--- src/rtl/stopwatch_pkg.sv ---
// stopwatch_pkg: shared state encoding, BCD digit type and digit limit for stopwatch_bcd.
package stopwatch_pkg;
    typedef enum logic [1:0] {
        IDLE  = 2'd0,
        RUN   = 2'd1,
        PAUSE = 2'd2
    } sw_state_t;

    typedef logic [3:0] bcd_digit_t;

    localparam bcd_digit_t BCD_MAX = 4'd9;
endpackage

--- src/rtl/stopwatch_bcd_edge_sync.sv ---
// edge_sync: multi-flop synchroniser for an asynchronous input plus rising-edge pulse.
module edge_sync #(
    parameter int SYNC_STAGES = 2
) (
    input  logic clock_in,
    input  logic reset,
    input  logic async_in,
    output logic rise_pulse
);
    logic [SYNC_STAGES-1:0] sync;
    logic                   prev;

    always_ff @(posedge clock_in) begin
        if (reset) begin
            sync <= '0;
            prev <= 1'b0;
        end else begin
            sync <= {sync[SYNC_STAGES-2:0], async_in};
            prev <= sync[SYNC_STAGES-1];
        end
    end

    assign rise_pulse = sync[SYNC_STAGES-1] & ~prev;
endmodule

--- src/rtl/stopwatch_bcd.sv ---
// stopwatch_bcd: BCD stopwatch counting synchronised slow_in rising edges under start/stop/clear.
// Optional lap capture register enabled by STOPWATCH_LAP_EN.
module stopwatch_bcd
    import stopwatch_pkg::*;
#(
    parameter int DIGITS      = 4,
    parameter int SYNC_STAGES = 2
) (
    input  logic                  clock_in,
    input  logic                  reset,
    input  logic                  slow_in,
    input  logic                  start,
    input  logic                  stop,
    input  logic                  clear,
    output logic [4*DIGITS-1:0]   bcd_out,
    output logic                  running,
    output logic                  overflow,
    output logic                  tick_out
`ifdef STOPWATCH_LAP_EN
    ,
    input  logic                  lap,
    output logic [4*DIGITS-1:0]   lap_out
`endif
);
    sw_state_t           state;
    sw_state_t           state_nx;
    logic [4*DIGITS-1:0] inc;
    logic                wrap;
    logic                count_en;

    edge_sync #(.SYNC_STAGES(SYNC_STAGES)) u_sync (
        .clock_in  (clock_in),
        .reset     (reset),
        .async_in  (slow_in),
        .rise_pulse(tick_out)
    );

    // Ripple the +1 through the digits; wrap ends high only when every digit was 9.
    always_comb begin
        inc  = bcd_out;
        wrap = 1'b1;
        for (int i = 0; i < DIGITS; i++) begin
            if (wrap) begin
                if (bcd_out[4*i +: 4] == BCD_MAX) begin
                    inc[4*i +: 4] = 4'd0;
                end else begin
                    inc[4*i +: 4] = bcd_out[4*i +: 4] + 4'd1;
                    wrap          = 1'b0;
                end
            end
        end
    end

    always_comb begin
        state_nx = clear ? IDLE
                 : stop  ? ((state == IDLE) ? IDLE : PAUSE)
                 : (start && state != RUN) ? RUN
                 : state;
        count_en = (state == RUN) && !stop && !clear && tick_out;
    end

    always_ff @(posedge clock_in) begin
        if (reset) begin
            state    <= IDLE;
            running  <= 1'b0;
            bcd_out  <= '0;
            overflow <= 1'b0;
        end else begin
            state   <= state_nx;
            running <= (state_nx == RUN);
            if (clear) begin
                bcd_out  <= '0;
                overflow <= 1'b0;
            end else if (count_en) begin
                bcd_out <= inc;
                if (wrap) overflow <= 1'b1;
            end
        end
    end

`ifdef STOPWATCH_LAP_EN
    always_ff @(posedge clock_in) begin
        if (reset || clear) lap_out <= '0;
        else if (lap && state == RUN) lap_out <= bcd_out;
    end
`endif
endmodule

--- config.mk ---
export PLATFORM = sky130hd
export DESIGN_NAME = stopwatch_bcd
export DESIGN_NICKNAME = d
export VERILOG_FILES = /design/src/rtl/stopwatch_pkg.sv /design/src/rtl/stopwatch_bcd_edge_sync.sv /design/src/rtl/stopwatch_bcd.sv
export SDC_FILE = /design/constraint.sdc
export NUM_CORES = 1
export LEC_CHECK = 0
export BUFFER_PORTS_ARGS = -buffer_cell sky130_fd_sc_hd__buf_2
export CAP_MARGIN = 20
export CORE_MARGIN = 5
export CORE_UTILIZATION = 44
export CTS_BUF_LIST = sky130_fd_sc_hd__clkbuf_8
export DETAILED_ROUTE_END_ITERATION = 16
export PLACE_DENSITY = 0.74
export SLEW_MARGIN = 20
export SYNTH_ARGS = -nofsm -noshare
export SYNTH_HDL_FRONTEND = slang
export SYNTH_SLANG_ARGS = --single-unit
--- constraint.sdc ---
create_clock -name clock_in -period 2.2 [get_ports clock_in]
set_clock_uncertainty 0.2 [all_clocks]
set_input_delay 0.11 -clock clock_in [delete_from_list [all_inputs] [get_ports clock_in]]
set_output_delay 0.11 -clock clock_in [all_outputs]
set_load 0.02 [all_outputs]
[After elaboration in Yosys (flattened, before gate mapping)]
Cells that the tools add are included.
Operators by class
  $add $sub $neg: 4
  equality and inequality tests: 7
  mux-type cells: 15
  bitwise operators: 2
  reductions and logical operators: 12
Operators by type and width (count)
  adder 4 x 1 -> 4 bit, second input constant: 4
  == test 4 bit, second input constant: 4
  two-way mux 4 bit: 4
  two-way mux 2 bit: 4
  AND reduction 2 bit: 4
  two-way mux 1 bit: 7
  == test 2 x 1 -> 1 bit, second input constant: 2
  logical AND 1 bit: 4
  logical NOT 1 bit: 2
  logical NOT 2 bit: 1
  inequality test 2 x 1 -> 1 bit, second input constant: 1
  OR reduction 2 bit: 1
  bitwise AND 1 bit: 1
  inverter 1 bit: 1
Word-level totals
  output and inout port bits: 19
  logic and storage cells: 49
  input port bits: 6
  flip-flop bits (word level): 23

[Depth between registers and ports, before layout]
  depth in word-level cells: 6
  gate-level depth with buffers: 5
  mapped depth without buffers: 4

[Modules after synthesis]
From an unflattened synthesis, not the netlist that was laid out.
Unflattened totals
  cells, all modules: 121
  area, all modules: 1067.3 um^2
Modules (own cells, without submodules)
  stopwatch_bcd: instances 1, cells an instance 114, area an instance 979.7 um^2, seq. area each 400.4 um^2
  edge_sync: instances 1, cells an instance 7, area an instance 87.6 um^2, seq. area each 60.1 um^2

[Least setup slack after synthesis]
Ideal clock, no wire load.
  kind: reg2reg
  start point: register bcd_out[0]
  end point: register bcd_out[8]
  setup slack: 0.342 ns
  stages on the path, launching flop included: 5
  data required time: 1.884 ns
  period minus slack after synthesis: 1.858 ns
  setup time: 0.116 ns
  data arrival time: 1.542 ns
  buffers on the path: 0
  cells stage by stage: dfxtp_1 > and4bb_1 > nand4_1 > o311a_1 > a41o_1
Between the ends
  longest elaborated chain between the ends: 4
Ends and longest elaborated chain
  start: declaration: RTL line stopwatch_bcd.sv:15  | output logic [4*DIGITS-1:0] bcd_out,
  start signal: assignment: RTL line stopwatch_bcd.sv:75  | bcd_out <= inc;
  == test 4 bit: RTL line stopwatch_bcd.sv:44  | if (bcd_out[4*i +: 4] == BCD_MAX) begin
  two-way mux 1 bit: RTL line stopwatch_bcd.sv:44
  two-way mux 1 bit: RTL line stopwatch_bcd.sv:43  | if (wrap) begin
  AND reduction 2 bit (no line)
Every way passes these cells.
A chain may end at the register's enable or synchronous reset.

[Final worst setup path]
  start point: input clear
  end point: register bcd_out[8]
Between the ends
  longest elaborated chain between the ends: 4
  elaborated cells between the ends (all ways): 5
Ends and longest elaborated chain
  start: declaration: RTL line stopwatch_bcd.sv:14  | input logic clear,
  logical NOT 1 bit: RTL line stopwatch_bcd.sv:59  | count_en = (state == RUN) && !stop && !clear && tick_out;
  logical AND 1 bit (2 in a row): RTL line stopwatch_bcd.sv:59
  AND reduction 2 bit (no line)
Several ways; a longest one is shown, not always the timed one.

==> impl_metrics.toml <==
[sta]
tightest_slew_ns = 0.616
fin_crit_sh = 0.936
min_period_ns = 2.06
fin_setup_tns_ns = 0
relSlewSlack = 0.588
finalHoldViolations = 0
max_clock_freq_mhz = 486
rsz0062_at_grt = "no"
setup_viol = 0
setup_ws_ns = 0.141
slew_violations = 0

[placement]
port_buffers = 24
finalWeightedCongestion = 0.771
place_inst = 177
dp_slack_ns = 0.311
hpwl_um = 1720
place_area_mm2 = 0.00125

[logic_synthesis]
ys_seq_area_frac = 0.415
syn_area_mm2 = 0.00111
netlist_instances = 127
synth_edf_count = 0
synth_top_area_share = 0.415
synth_fp_nets = 133
synth_top_area_cell = "dfxtp_1"
synthFlopType = "dfxtp_1"
synth_cell_types = 39
async_flop_share = 0
synth_top_cells_by_area = "dfxtp_1 (42%), nor2b_1 (4.5%), nor2_1 (4.4%)"
ys_warn_count = 0
ys_ff_latch = 23
synth.avg_cell_area_um2 = 8.73

[drt]
drt_wl_total_um = 2400
vias = 1050
ant_nets = 0
dr.pass1.iters = 4
drtIter0Drc = 39
routed_via_density = 5.59
routedWlPerCell_um = 12.8
drcViolationCount = 0

[cts]
cts_buffers = 3
cts-root-buf = "clkbuf_8"
clk_pin_slew_ns = 0.08
clockBufferDepth = 2
clk_latency_ns = 0.26
cts_tree = "done"
h-tree-depth = 1
clock_sinks = 23
postCtsSetupBuffers = 0

[layout]
fin_area_mm2 = 0.00137
nets = 165
syn2layout_area_growth_pct = 23.1
num_antenna_cells = 0
layout-drive-gt1-share = 0.215
final_common_cell = "buf_2"
layout_common_cells = "buf_2 (24), dfxtp_1 (23), nor2_1 (13)"
layout.cells.non_filler = 188

[grt]
grt_max_degree = 19
use_met2 = 0.248
grt_first_pass_wirelength_um = 4310
use_met1 = 0.192
grt_pass1_vias = 1038
grt_antenna_before_repair = 0
busiest_layer = "met2"
grt_overflow = 0
met3_usage = 0.0346
track_usage = 0.155

[critical_path]
reg2reg_from = "bcd_out[10]$_SDFFE_PP0P_"
cp_data_required_time_ns = 2.16
crit_path_max_fanout = 6
critPathArrivalTime_ns = 2.02
crit_path_cell_trace = "dlygate4sd3_1 -> buf_2 -> and4bb_1 -> nand4_1 -> o311a_1 -> a41o_1"
max_stage_delay_ns = 0.53
startpoint_type = "input port"
end_kind = "flip-flop"
setup.worst_path.class = "in2reg"
slowest_stage = "dlygate4sd3_1"
startpoint = "clear"

[floorplanning]
start_util = 0.456
dieHeight_um = 60.2
ios = 25
core_area_mm2 = 0.00243
rows = 18
dieArea_mm2 = 0.00362
dieWidth_um = 60.2

[power_and_ir_drop]
peakVddDrop_mv = 0.361
power_density_mw_per_mm2 = 524
power_leakage_nw = 0.579

[worst_hold_path]
hold_path.startpoint = "u_sync.sync[0]$_SDFF_PP0_"
min_path_type = "reg2reg"

[run]
drv_cap = 0

[outcome]
outcome = "finished, final reports clean"
-- worst max-delay path, delay by kind of cell --
family | cells | cell delay, ns
buffers and inverters | 2 | 0.67
AOI/OAI and AO/OA | 2 | 0.59
and+or+nand+nor | 2 | 0.64
-- Yosys cell counts, drive strengths merged (3+ instances only) --
cell type,number
nor4,3
nand4,6
nor2,13
dfxtp,23
o311ai,3
a21oi,7
nor3b,3
nor2b,8
nand3,5
nand2,8
inv,6
o21ai,8
or3,3
-- logic make-up (layout without fill, tap and decap cells) --
family / Yosys count / after routing / share of synthesized area
and+or+nand+nor: 62 / 62 / 0.348
DFF: 23 / 23 / 0.415
buffers and inverters: 10 / 41 / 0.0361
muxes: 1 / 1 / 0.00903
AOI/OAI and AO/OA: 28 / 28 / 0.168
xor gates and xnor gates: 3 / 3 / 0.0237
-- sequential cells by signal (all words and copies together), names as in the netlist --
signal       cells
bcd_out         16
overflow         1
running          1
state            2
u_sync.prev      1
u_sync.sync      2
-- final cells by class --
class | instances | area, µm²
Multi-Input combinational cell | 94 | 608
Clock inverter | 1 | 5.00
Inverter | 6 | 22.5
Sequential cell | 23 | 460
Fill cell | 229 | 1070
Timing Repair Buffer | 31 | 190
Clock buffer | 3 | 41.3
Tap cell | 30 | 37.5
-- final timing paths --
check,slack [ns],cells after the start,end
setup / recovery,0.14,6,bcd_out[8]$_SDFFE_PP0P_
hold / removal,0.26,1,u_sync.sync[1]$_SDFF_PP0_
setup reg to reg,0.28,4,bcd_out[15]$_SDFFE_PP0P_
hold reg to reg,0.26,1,u_sync.sync[1]$_SDFF_PP0_
-- per-layer routing --
layer | wire length [µm] | vias up | share of wire
li1 | - | 534 | -
met1 | 1080 | 487 | 0.45
met2 | 1100 | 24 | 0.46
met3 | 169 | 5 | 0.071
met4 | 49 | 0 | 0.020
met5 | 0 | - | 0
-- timing repair --
| action | in CTS | in global routing |
|---|---|---|
| resized for setup | 0 | 0 |
| endpoints found under the hold margin | 7 | 0 |
| hold buffers | 7 | 0 |
-- power by group --
group | leakage (nW) | switching [W] | internal (W)
registers | 0.186 | 0.00000170 | 0.000419
clock network | 0.0255 | 0.000130 | 0.000126
logic | 0.368 | 0.0000198 | 0.0000175
total | 0.579 | 0.000152 | 0.000563
-- metrics by stage --
step | util | hold WS [ns] | power, W
floorplan | - | -0.0184 | 0.000447
global placement | 0.513 | 0.127 | 0.000458
detailed placement | 0.513 | 0.150 | 0.000459
CTS | 0.561 | 0.265 | 0.000727
global route | 0.561 | 0.272 | 0.000747
finish | 0.561 | 0.261 | 0.000715
(Power assumes the default switching activity.)
